**src/rtl/uart_pkg.sv**
```systemverilog
// uart_pkg: shared register offsets, status bit positions and FSM state
// encodings for the memory-mapped UART.
package uart_pkg;

    localparam logic [1:0] REG_DATA   = 2'd0;
    localparam logic [1:0] REG_STATUS = 2'd1;

    localparam int ST_TX_BUSY   = 0;
    localparam int ST_RX_VALID  = 1;
    localparam int ST_OVERRUN   = 2;
    localparam int ST_FRAME_ERR = 3;

    typedef enum logic [1:0] {
        TX_IDLE,
        TX_START,
        TX_DATA,
        TX_STOP
    } tx_state_t;

    typedef enum logic [1:0] {
        RX_IDLE,
        RX_START,
        RX_DATA,
        RX_STOP
    } rx_state_t;

endpackage

```
**src/rtl/uart_rx.sv**
```systemverilog
// uart_rx: 8N1 receiver with two-flop synchroniser and mid-bit sampling.
// Ports: clk, reset_n, rx_in (async pin); byte_valid/frame_err are 1-cycle
// pulses, rx_byte holds the last assembled byte.
module uart_rx
    import uart_pkg::*;
#(
    parameter int CLKS_PER_BIT = 104,
    parameter int CNT_W        = 16
) (
    input  logic       clk,
    input  logic       reset_n,
    input  logic       rx_in,
    output logic       byte_valid,
    output logic [7:0] rx_byte,
    output logic       frame_err
);

    localparam logic [CNT_W-1:0] BIT_LAST  = CNT_W'(CLKS_PER_BIT - 1);
    localparam logic [CNT_W-1:0] HALF_LAST = CNT_W'(CLKS_PER_BIT / 2 - 1);

    logic             sync1_q, sync2_q, prev_q;
    rx_state_t        state_q, state_d;
    logic [CNT_W-1:0] cnt_q, cnt_d;
    logic [2:0]       bit_q, bit_d;
    logic [7:0]       shreg_q, shreg_d;
    logic             valid_q, valid_d;
    logic             ferr_q, ferr_d;
    logic             tick;

    assign tick = (cnt_q == '0);

    always_comb begin
        state_d = state_q;
        cnt_d   = cnt_q;
        bit_d   = bit_q;
        shreg_d = shreg_q;
        valid_d = 1'b0;
        ferr_d  = 1'b0;
        unique case (state_q)
            RX_IDLE: begin
                // prev_q high guarantees the line was idle before the edge,
                // so a low line after a bad stop bit cannot restart a frame.
                if (prev_q && !sync2_q) begin
                    state_d = RX_START;
                    cnt_d   = HALF_LAST;
                end
            end
            RX_START: begin
                if (tick) begin
                    if (sync2_q) begin
                        state_d = RX_IDLE;
                    end else begin
                        state_d = RX_DATA;
                        cnt_d   = BIT_LAST;
                        bit_d   = 3'd0;
                    end
                end else begin
                    cnt_d = cnt_q - 1'b1;
                end
            end
            RX_DATA: begin
                if (tick) begin
                    shreg_d = {sync2_q, shreg_q[7:1]};
                    cnt_d   = BIT_LAST;
                    if (bit_q == 3'd7) begin
                        state_d = RX_STOP;
                    end else begin
                        bit_d = bit_q + 3'd1;
                    end
                end else begin
                    cnt_d = cnt_q - 1'b1;
                end
            end
            RX_STOP: begin
                if (tick) begin
                    state_d = RX_IDLE;
                    valid_d = sync2_q;
                    ferr_d  = !sync2_q;
                end else begin
                    cnt_d = cnt_q - 1'b1;
                end
            end
            default: state_d = RX_IDLE;
        endcase
    end

    always_ff @(posedge clk) begin
        if (!reset_n) begin
            sync1_q <= 1'b1;
            sync2_q <= 1'b1;
            prev_q  <= 1'b1;
            state_q <= RX_IDLE;
            cnt_q   <= '0;
            bit_q   <= 3'd0;
            shreg_q <= 8'd0;
            valid_q <= 1'b0;
            ferr_q  <= 1'b0;
        end else begin
            sync1_q <= rx_in;
            sync2_q <= sync1_q;
            prev_q  <= sync2_q;
            state_q <= state_d;
            cnt_q   <= cnt_d;
            bit_q   <= bit_d;
            shreg_q <= shreg_d;
            valid_q <= valid_d;
            ferr_q  <= ferr_d;
        end
    end

    assign byte_valid = valid_q;
    assign frame_err  = ferr_q;
    assign rx_byte    = shreg_q;

endmodule

```
**src/rtl/uart_mmio.sv**
```systemverilog
// uart_mmio: polled 8N1 UART on the rv32 data bus (DATA and STATUS regs).
// Ports: clk/reset_n, bus sel/read/mask/address/value in, registered
// read_value_out (0 when unselected), uart_rx pin in, uart_tx pin out.
module uart_mmio
    import uart_pkg::*;
#(
    parameter int CLKS_PER_BIT = 104,
    parameter int CNT_W        = 16
) (
    input  logic        clk,
    input  logic        reset_n,
    input  logic        sel_in,
    input  logic        read_in,
    input  logic [3:0]  write_mask_in,
    input  logic [31:0] address_in,
    input  logic [31:0] write_value_in,
    output logic [31:0] read_value_out,
    input  logic        uart_rx,
    output logic        uart_tx
);

    localparam logic [CNT_W-1:0] BIT_LAST = CNT_W'(CLKS_PER_BIT - 1);

    logic [1:0] reg_sel;
    logic       wr_data, wr_status, rd_data;
    logic       unused_bus;

    assign reg_sel   = address_in[3:2];
    assign wr_data   = sel_in && write_mask_in[0] && (reg_sel == REG_DATA);
    assign wr_status = sel_in && write_mask_in[0] && (reg_sel == REG_STATUS);
    assign rd_data   = sel_in && read_in && (reg_sel == REG_DATA);
    assign unused_bus = ^{address_in[31:4], address_in[1:0],
                          write_value_in[31:8], write_mask_in[3:1]};

    logic       rx_byte_valid, rx_frame_err;
    logic [7:0] rx_byte;

    uart_rx #(
        .CLKS_PER_BIT (CLKS_PER_BIT),
        .CNT_W        (CNT_W)
    ) u_rx (
        .clk        (clk),
        .reset_n    (reset_n),
        .rx_in      (uart_rx),
        .byte_valid (rx_byte_valid),
        .rx_byte    (rx_byte),
        .frame_err  (rx_frame_err)
    );

    tx_state_t        tx_state_q, tx_state_d;
    logic [CNT_W-1:0] tx_cnt_q, tx_cnt_d;
    logic [2:0]       tx_bit_q, tx_bit_d;
    logic [7:0]       tx_shreg_q, tx_shreg_d;
    logic             tx_q, tx_d;
    logic             tx_tick, tx_busy;

    assign tx_tick = (tx_cnt_q == '0);
    assign tx_busy = (tx_state_q != TX_IDLE);

    always_comb begin
        tx_state_d = tx_state_q;
        tx_cnt_d   = tx_cnt_q;
        tx_bit_d   = tx_bit_q;
        tx_shreg_d = tx_shreg_q;
        unique case (tx_state_q)
            TX_IDLE: begin
                if (wr_data) begin
                    tx_state_d = TX_START;
                    tx_cnt_d   = BIT_LAST;
                    tx_shreg_d = write_value_in[7:0];
                end
            end
            TX_START: begin
                if (tx_tick) begin
                    tx_state_d = TX_DATA;
                    tx_cnt_d   = BIT_LAST;
                    tx_bit_d   = 3'd0;
                end else begin
                    tx_cnt_d = tx_cnt_q - 1'b1;
                end
            end
            TX_DATA: begin
                if (tx_tick) begin
                    tx_cnt_d   = BIT_LAST;
                    tx_shreg_d = {1'b1, tx_shreg_q[7:1]};
                    if (tx_bit_q == 3'd7) begin
                        tx_state_d = TX_STOP;
                    end else begin
                        tx_bit_d = tx_bit_q + 3'd1;
                    end
                end else begin
                    tx_cnt_d = tx_cnt_q - 1'b1;
                end
            end
            TX_STOP: begin
                if (tx_tick) begin
                    tx_state_d = TX_IDLE;
                end else begin
                    tx_cnt_d = tx_cnt_q - 1'b1;
                end
            end
            default: tx_state_d = TX_IDLE;
        endcase
        // Line level follows the next state so uart_tx is a clean flop.
        case (tx_state_d)
            TX_START: tx_d = 1'b0;
            TX_DATA:  tx_d = tx_shreg_d[0];
            default:  tx_d = 1'b1;
        endcase
    end

    logic        rx_valid_q, rx_valid_d;
    logic        overrun_q, overrun_d;
    logic        frame_err_q, frame_err_d;
    logic [7:0]  rx_data_q, rx_data_d;
    logic [31:0] rdata_q, rdata_d;
    logic [31:0] status_word;
    logic        accept;

    always_comb begin
        // A DATA read on the same edge frees the holding register.
        accept     = rx_byte_valid && (!rx_valid_q || rd_data);
        rx_valid_d = rx_valid_q;
        if (rd_data) rx_valid_d = 1'b0;
        if (accept)  rx_valid_d = 1'b1;
        rx_data_d = accept ? rx_byte : rx_data_q;

        overrun_d = overrun_q;
        if (wr_status && write_value_in[ST_OVERRUN]) overrun_d = 1'b0;
        if (rx_byte_valid && !accept) overrun_d = 1'b1;

        frame_err_d = frame_err_q;
        if (wr_status && write_value_in[ST_FRAME_ERR]) frame_err_d = 1'b0;
        if (rx_frame_err) frame_err_d = 1'b1;

        status_word               = '0;
        status_word[ST_TX_BUSY]   = tx_busy;
        status_word[ST_RX_VALID]  = rx_valid_q;
        status_word[ST_OVERRUN]   = overrun_q;
        status_word[ST_FRAME_ERR] = frame_err_q;

        rdata_d = '0;
        if (sel_in) begin
            case (reg_sel)
                REG_DATA:   rdata_d = {24'd0, rx_data_q};
                REG_STATUS: rdata_d = status_word;
                default:    rdata_d = '0;
            endcase
        end
    end

    always_ff @(posedge clk) begin
        if (!reset_n) begin
            tx_state_q  <= TX_IDLE;
            tx_cnt_q    <= '0;
            tx_bit_q    <= 3'd0;
            tx_shreg_q  <= 8'd0;
            tx_q        <= 1'b1;
            rx_valid_q  <= 1'b0;
            overrun_q   <= 1'b0;
            frame_err_q <= 1'b0;
            rx_data_q   <= 8'd0;
            rdata_q     <= '0;
        end else begin
            tx_state_q  <= tx_state_d;
            tx_cnt_q    <= tx_cnt_d;
            tx_bit_q    <= tx_bit_d;
            tx_shreg_q  <= tx_shreg_d;
            tx_q        <= tx_d;
            rx_valid_q  <= rx_valid_d;
            overrun_q   <= overrun_d;
            frame_err_q <= frame_err_d;
            rx_data_q   <= rx_data_d;
            rdata_q     <= rdata_d;
        end
    end

    assign uart_tx        = tx_q;
    assign read_value_out = rdata_q;

endmodule

```
**config.mk**
```make
export PLATFORM = sky130hd
export DESIGN_NAME = uart_mmio
export DESIGN_NICKNAME = d
export VERILOG_FILES = /design/src/rtl/uart_pkg.sv /design/src/rtl/uart_rx.sv /design/src/rtl/uart_mmio.sv
export SDC_FILE = /design/constraint.sdc
export NUM_CORES = 1
export LEC_CHECK = 0
export CAP_MARGIN = 30
export CORE_ASPECT_RATIO = 1.75
export CORE_MARGIN = 8
export CORE_UTILIZATION = 54
export DETAILED_ROUTE_END_ITERATION = 8
export GPL_TIMING_DRIVEN = 0
export PLACE_DENSITY_LB_ADDON = 0.12
export SYNTH_ARGS = -nofsm -noshare
export SYNTH_HDL_FRONTEND = slang
export SYNTH_HIERARCHICAL = 1
export SYNTH_SLANG_ARGS = --single-unit
```
**constraint.sdc**
```tcl
create_clock -name clk -period 4.3 [get_ports clk]
set_input_delay 1.29 -clock clk [delete_from_list [all_inputs] [get_ports clk]]
set_output_delay 1.29 -clock clk [all_outputs]
set_load 0.03 [all_outputs]
```
==> results of run 1 <==
==> metrics by stage <==
stage	util, %	setup WS (ns)	hold WS [ns]
2_1_floorplan	-	1.436	0.3863
6_report	64.93	1.048	0.4075
3_5_place_dp	60.77	0.6990	0.3987
4_1_cts	64.93	1.039	0.4105
5_1_grt	64.93	0.8677	0.4452
3_3_place_gp	60.77	0.7270	0.3950
==> power by group through the flow <==
stage | Clock, W | Combinational [W] | Sequential (W)
after floorplan | 0 | 0.000688 | 0.000897
after global placement | 0 | 0.000841 | 0.000908
after detailed placement | 0 | 0.000860 | 0.000911
after CTS | 0.000874 | 0.000864 | 0.000895
after global routing | 0.000901 | 0.000948 | 0.000906
final | 0.000854 | 0.000871 | 0.000896
==> sequential cells by signal (all words and copies together) (netlist names), 2 cells and up, named ones only <==
register and flops:
tx_shreg_q 8, tx_state_q 2, u_rx/cnt_q 16, tx_bit_q 3
read_value_out 8, tx_cnt_q 16, u_rx/bit_q 3, rx_data_q 8
u_rx/rx_byte 8
==> Yosys cell counts, drive strengths merged (3+ instances only) <==
cell type / number
or4: 7
and4: 3
nand3: 8
ha: 16
a221oi: 3
or2: 4
nand2: 17
o21ai: 16
o31ai: 4
a211oi: 19
nand4: 8
nor3b: 4
a21boi: 3
xnor2: 10
buf: 31
o21a: 3
a21oi: 25
and3: 6
nand2b: 7
a31oi: 4
o2111ai: 3
xor2: 9
inv: 16
and2: 3
a21o: 6
nor4: 6
a32oi: 6
o211ai: 4
or3: 5
clkbuf: 17
a22oi: 3
nor2: 74
nor3: 14
dfxtp: 83
mux2i: 20
==> logic make-up after synthesis <==
kind of cell | count (synthesis)
compound gates | 114
xor+xnor | 19
fa+ha+maj | 16
buf+inv | 65
flops | 83
mux | 20
other cells | 1
simple gates | 174
==> area by class of cell <==
type	count	area, µm²
Buffer	48	289.0
Tap cell	90	112.6
Sequential cell	83	1662
Clock inverter	5	103.9
Fill cell	702	2774
Timing Repair Buffer	23	230.2
Inverter	17	63.81
Multi-Input combinational cell	367	2449
Clock buffer	9	225.2
==> metal layers <==
| metal | vias to the layer above | wire length, µm |
|---|---|---|
| li1 | 1839 | - |
| met1 | 1756 | 3624 |
| met2 | 96 | 5979 |
| met3 | 25 | 412 |
| met4 | 0 | 321 |
| met5 | - | 0 |
==> worst paths after layout <==
kind	startpoint	cells after the start	end
hold / removal	u_rx/sync1_q$_SDFF_PN1_	1	u_rx/sync2_q$_SDFF_PN1_
setup reg to reg	tx_cnt_q[6]$_SDFFE_PN0P_	8	tx_bit_q[2]$_SDFFE_PN0P_
setup / recovery	sel_in	7	tx_cnt_q[10]$_SDFFE_PN0P_
hold reg to reg	u_rx/sync1_q$_SDFF_PN1_	1	u_rx/sync2_q$_SDFF_PN1_
==> critical path: stages <==
cell	delay, ns
clkdlybuf4s50_1	0.47
nor2b_1	0.31
a31oi_1	0.21
a21oi_1	0.49
a21o_1	0.20
clkbuf_1	0.38
nor2_1	0.10
==> impl_metrics.json, run 1 <==
{
  "intPower_w": 0.001722,
  "dr.pass1.iters": 5,
  "wirelength_um": 10340,
  "syn2layout_area_growth_pct": 17.32,
  "portBuffers": 23,
  "synth-edff-count": 0,
  "finalPower_w": 0.002621,
  "p_seq_share_pct": 34.2,
  "h-tree-depth": 3,
  "die_height_um": 135.1,
  "grt_start_max_net_pins": 14,
  "stdcell_count": 642,
  "max_freq_mhz": 307.5,
  "cts_buffers": 9,
  "io_pins": 106,
  "drc": 0,
  "synth_seq_cells": 83,
  "mostFrequentLayoutCells": "83 x dfxtp_1, 73 x nor2_1, 24 x buf_4, 24 x conb_1",
  "synth-compound-area-share_pct": 19.04,
  "antenna_found_initial": 0,
  "grt-busiest-layer": "met2",
  "critPathLaunchType": "input pin",
  "clock_path_buffers": 2,
  "cts_setup_buffers": 0,
  "synth_flop_cell": "dfxtp_1",
  "maxCapViolations": 0,
  "grt_pass1_vias": 3647,
  "maxSlewHeadroom_pct": 52.28,
  "slew_viol_final": 0,
  "synth_top_family_by_area": "simple AND/OR/NAND/NOR gates",
  "path_max_fanout": 9,
  "hold_class": "flip-flop to flip-flop",
  "synthArstFlopShare_pct": 0,
  "drive_gt1_share_pct": 12.86,
  "overflow": 0,
  "synth.area.mux_share_pct": 4.574,
  "swShare_pct": 34.30,
  "report.final.setup_viol": 0,
  "nNetsFinal": 638,
  "vias": 3716,
  "post_drt_wl_per_cell_um": 16.10,
  "p_per_area_nw_per_um2": 510.4,
  "power_frac_clock_pct": 32.6,
  "met3_usage_pct": 3.559,
  "drtAntennaViolNets": 0,
  "finalInstanceArea_um2": 5135,
  "pwr-share-comb_pct": 33.2,
  "cts-resized-gates": 0,
  "post-route-period-util_pct": 75.63,
  "cp-end-kind": "flip-flop",
  "synth_area_leaders": "dfxtp_1 38%, nor2_1 6.3%, ha_1 4.6%",
  "antenna_cells": 0,
  "clockRootBuffer": "clkbuf_16",
  "status": "finished, final reports clean",
  "fin_crit_ns": 3.252,
  "grtUsageTotal_pct": 18.06,
  "synth_fa_ha_area_share_pct": 4.574,
  "core-area_um2": 7909,
  "netSwitchingPower_w": 0.0008990,
  "place_hpwl_um": 7900,
  "cp.required_ns": 4.50,
  "p_leak_nw": 2.077,
  "syn_avg_cell_area_um2": 8.896,
  "synth_area_um2": 4377,
  "die_w_um": 84.06,
  "via_per_inst": 5.788,
  "grt_pass1_wl_um": 16880,
  "start_util_pct": 55.34,
  "holdBufCountCts": 0,
  "r2r_setup_slack_ns": 1.47,
  "gp_congestion": 0.9227,
  "rsz0062_at_grt": "no",
  "cp.arrival_ns": 3.45,
  "synth_top_cell_area_share_pct": 37.96,
  "setup_tns_ns": 0,
  "ir_drop_mv": 0.4036,
  "synth_simple_gate_area_share_pct": 21.90,
  "cts_sinks": 83,
  "yosys.area_share.xor_xnor_pct": 3.802,
  "cts_tree": "done",
  "layout_commonest_cell": "dfxtp_1",
  "clk_latency_ns": 0.33,
  "syn_inst": 492,
  "gr-usage-met2_pct": 35.61,
  "rows": 43,
  "clock_skew_ns": 0.004272,
  "die-area_um2": 11360,
  "finalHoldViolCount": 0,
  "yosys.cell_types.count": 71,
  "clk_pin_slew_ns": 0.06,
  "grt_util_met1_pct": 16.19,
  "criticalPathCategory": "input pin to flip-flop",
  "worstMarginPinSlew_ns": 0.7143,
  "dp_cells": 628,
  "place_area_um2": 4806,
  "synth_warnings": 6,
  "drt_iter0_markers": 155,
  "synth_top_area_cell": "dfxtp_1",
  "ys_seq_area_share_pct": 37.96
}
(Power assumes the default switching activity.)
==> run 2, diff against run 1 <==
--- a/config.mk
+++ b/config.mk
@@ -8,7 +8,7 @@
 export CAP_MARGIN = 30
 export CORE_ASPECT_RATIO = 1.75
 export CORE_MARGIN = 8
-export CORE_UTILIZATION = 54
+export CORE_UTILIZATION = 45
 export DETAILED_ROUTE_END_ITERATION = 8
 export GPL_TIMING_DRIVEN = 0
 export PLACE_DENSITY_LB_ADDON = 0.12
==> constraint.sdc (replaced) <==
create_clock -name clk -period 2.7 [get_ports clk]
set_input_delay 0.81 -clock clk [delete_from_list [all_inputs] [get_ports clk]]
set_output_delay 0.81 -clock clk [all_outputs]
set_load 0.03 [all_outputs]
==> run 2 against run 1 <==
Total power grew 53%. Utilization down 10 points. Sequential cell count did not move. Clock skew grew 0.0033 ns. Sequential power rose by 60%. Worst setup slack got worse by 0.92 ns. Non-clock buffer count fell by 2. Largest cell class unchanged. Highest routed layer unchanged.
==> impl_metrics.json, run 2 (synthesized netlist as in run 1, its figures left out) <==
{
  "slowest_delay_ns": 0.45,
  "clk_pin_slew_ns": 0.06,
  "die_w_um": 90.55,
  "mostFrequentLayoutCells": "83 x dfxtp_1, 73 x nor2_1, 24 x buf_4, 24 x conb_1, 23 x clkdlybuf4s50_1",
  "maxSlewHeadroom_pct": 59.13,
  "start_util_pct": 46.23,
  "p_leak_nw": 2.071,
  "drtAntennaViolNets": 0,
  "post_drt_wl_per_cell_um": 15.87,
  "reg_top3": "tx_cnt_q x16, u_rx/cnt_q x16",
  "fin_crit_ns": 2.571,
  "worstMarginPinSlew_ns": 0.6097,
  "cp.required_ns": 2.94,
  "h-tree-depth": 3,
  "setup_tns_ns": 0,
  "dp_cells": 660,
  "slowest_stage": "clkdlybuf4s50_1",
  "final_util_pct": 54.82,
  "cp.arrival_ns": 2.81,
  "stdcell_count": 674,
  "max_freq_mhz": 389.0,
  "cp_num_buf_inv": 2,
  "clock_skew_ns": 0.007613,
  "drt_iter0_markers": 149,
  "cts_tree": "done",
  "clockRootBuffer": "clkbuf_16",
  "slew_viol_final": 0,
  "p_per_area_nw_per_um2": 773.2,
  "antenna_cells": 0,
  "report.final.setup_viol": 0,
  "layout_commonest_cell": "dfxtp_1",
  "drc": 0,
  "grtUsageTotal_pct": 16.10,
  "overflow": 0,
  "cts_buffers": 9,
  "crit_chain": "clkdlybuf4s50_1 -> nor3b_2 -> and3_1 -> clkbuf_1 -> a32o_1 -> a211oi_1 -> a31oi_1",
  "vias": 3731,
  "rows": 47,
  "cts_sinks": 83,
  "criticalPathCategory": "input pin to flip-flop",
  "grt_pass1_wl_um": 17440,
  "maxCapViolations": 0,
  "cp-end-kind": "flip-flop",
  "regArea_um2": 1662,
  "ir_drop_mv": 0.5550,
  "hold_class": "flip-flop to flip-flop",
  "place_hpwl_um": 8236,
  "status": "finished, final reports clean",
  "nNetsFinal": 636,
  "portBuffers": 23,
  "via_per_inst": 5.536,
  "grt_start_max_net_pins": 14,
  "wirelength_um": 10700,
  "path_max_fanout": 9,
  "multi_input_area_um2": 2511,
  "post-route-period-util_pct": 95.22,
  "clk_latency_ns": 0.33,
  "grt_pass1_vias": 3639,
  "core-area_um2": 9468,
  "drive_gt1_share_pct": 14.67,
  "n_fill_cell": 915,
  "io_pins": 106,
  "die_height_um": 146.5,
  "die-area_um2": 13260,
  "finalPower_w": 0.004013,
  "rsz0062_at_grt": "no",
  "antenna_found_initial": 0,
  "finalHoldViolCount": 0,
  "gp_congestion": 0.9107,
  "cpLargestDelayFamily": "buffers and inverters",
  "syn2layout_area_growth_pct": 18.58,
  "clock_path_buffers": 2,
  "dr.pass1.iters": 5,
  "hold_slack_ns": 0.4293,
  "critPathLaunchType": "input pin"
}
run 2: changes by cell type in the layout (fill, tap and decap cells not counted), moves of 2 or more:
cell	before	now
nor4_1	4	1
nor3b_1	4	2
nor4_2	0	2
nor3b_2	0	2
bufinv_16	3	1
run 2: layout make-up:
type | instances | area share, %
Buffer | 46 | 5.448
Tap cell | 122 | 2.941
Clock inverter | 4 | 0.9884
Sequential cell | 83 | 32.02
Inverter | 17 | 1.230
Multi-Input combinational cell | 367 | 48.38
Clock buffer | 12 | 4.556
Timing Repair Buffer | 23 | 4.436
run 2: where the power goes:
group / switching, W / internal [W] / total, W
clock: 0.000471 / 0.000717 / 0.00119
combinational: 0.000854 / 0.000540 / 0.00139
sequential: 0.000115 / 0.00132 / 0.00143
total: 0.00144 / 0.00257 / 0.00401
run 2: timing repair:
item	in CTS	in global routing
endpoints found under the setup margin	18	16
setup buffers	0	0
resized for setup	6	7
hold buffers	0	0
pin swaps	0	0
run 2: stage by stage:
stage	setup slack, ns	instance area [µm²]
after floorplan	0.2955	4463
after global placement	-0.4576	4846
after detailed placement	-0.4413	4846
after CTS	0.01499	5161
after global routing	0.04388	5190
final	0.1290	5190
run 2: path summary, 6_finish.rpt:
kind	from	depth (start not counted)	slack [ns]	to
hold / removal	u_rx/sync1_q$_SDFF_PN1_	1	0.43	u_rx/sync2_q$_SDFF_PN1_
setup / recovery	address_in[3]	7	0.13	uart_tx$_SDFF_PN1_
hold reg to reg	u_rx/sync1_q$_SDFF_PN1_	1	0.43	u_rx/sync2_q$_SDFF_PN1_
setup reg to reg	tx_cnt_q[2]$_SDFFE_PN0P_	6	0.17	tx_cnt_q[15]$_SDFFE_PN0P_
run 2: worst reg2reg max path, delay by kind of cell (launching register included):
family                 cells  cell delay (ns)
buffers and inverters      1             0.13
DFF                        1             0.31
and+or+nand+nor            4             1.89
AOI/OAI and AO/OA          1             0.15
run 2: routing by layer:
metal | wire (µm) | global-route usage, % | up-vias
li1 | - | - | 1848
met1 | 3880 | 14.60 | 1796
met2 | 6247 | 32.33 | 65
met3 | 263 | 2.567 | 22
met4 | 307 | 8.718 | 0
met5 | 0 | 0 | -
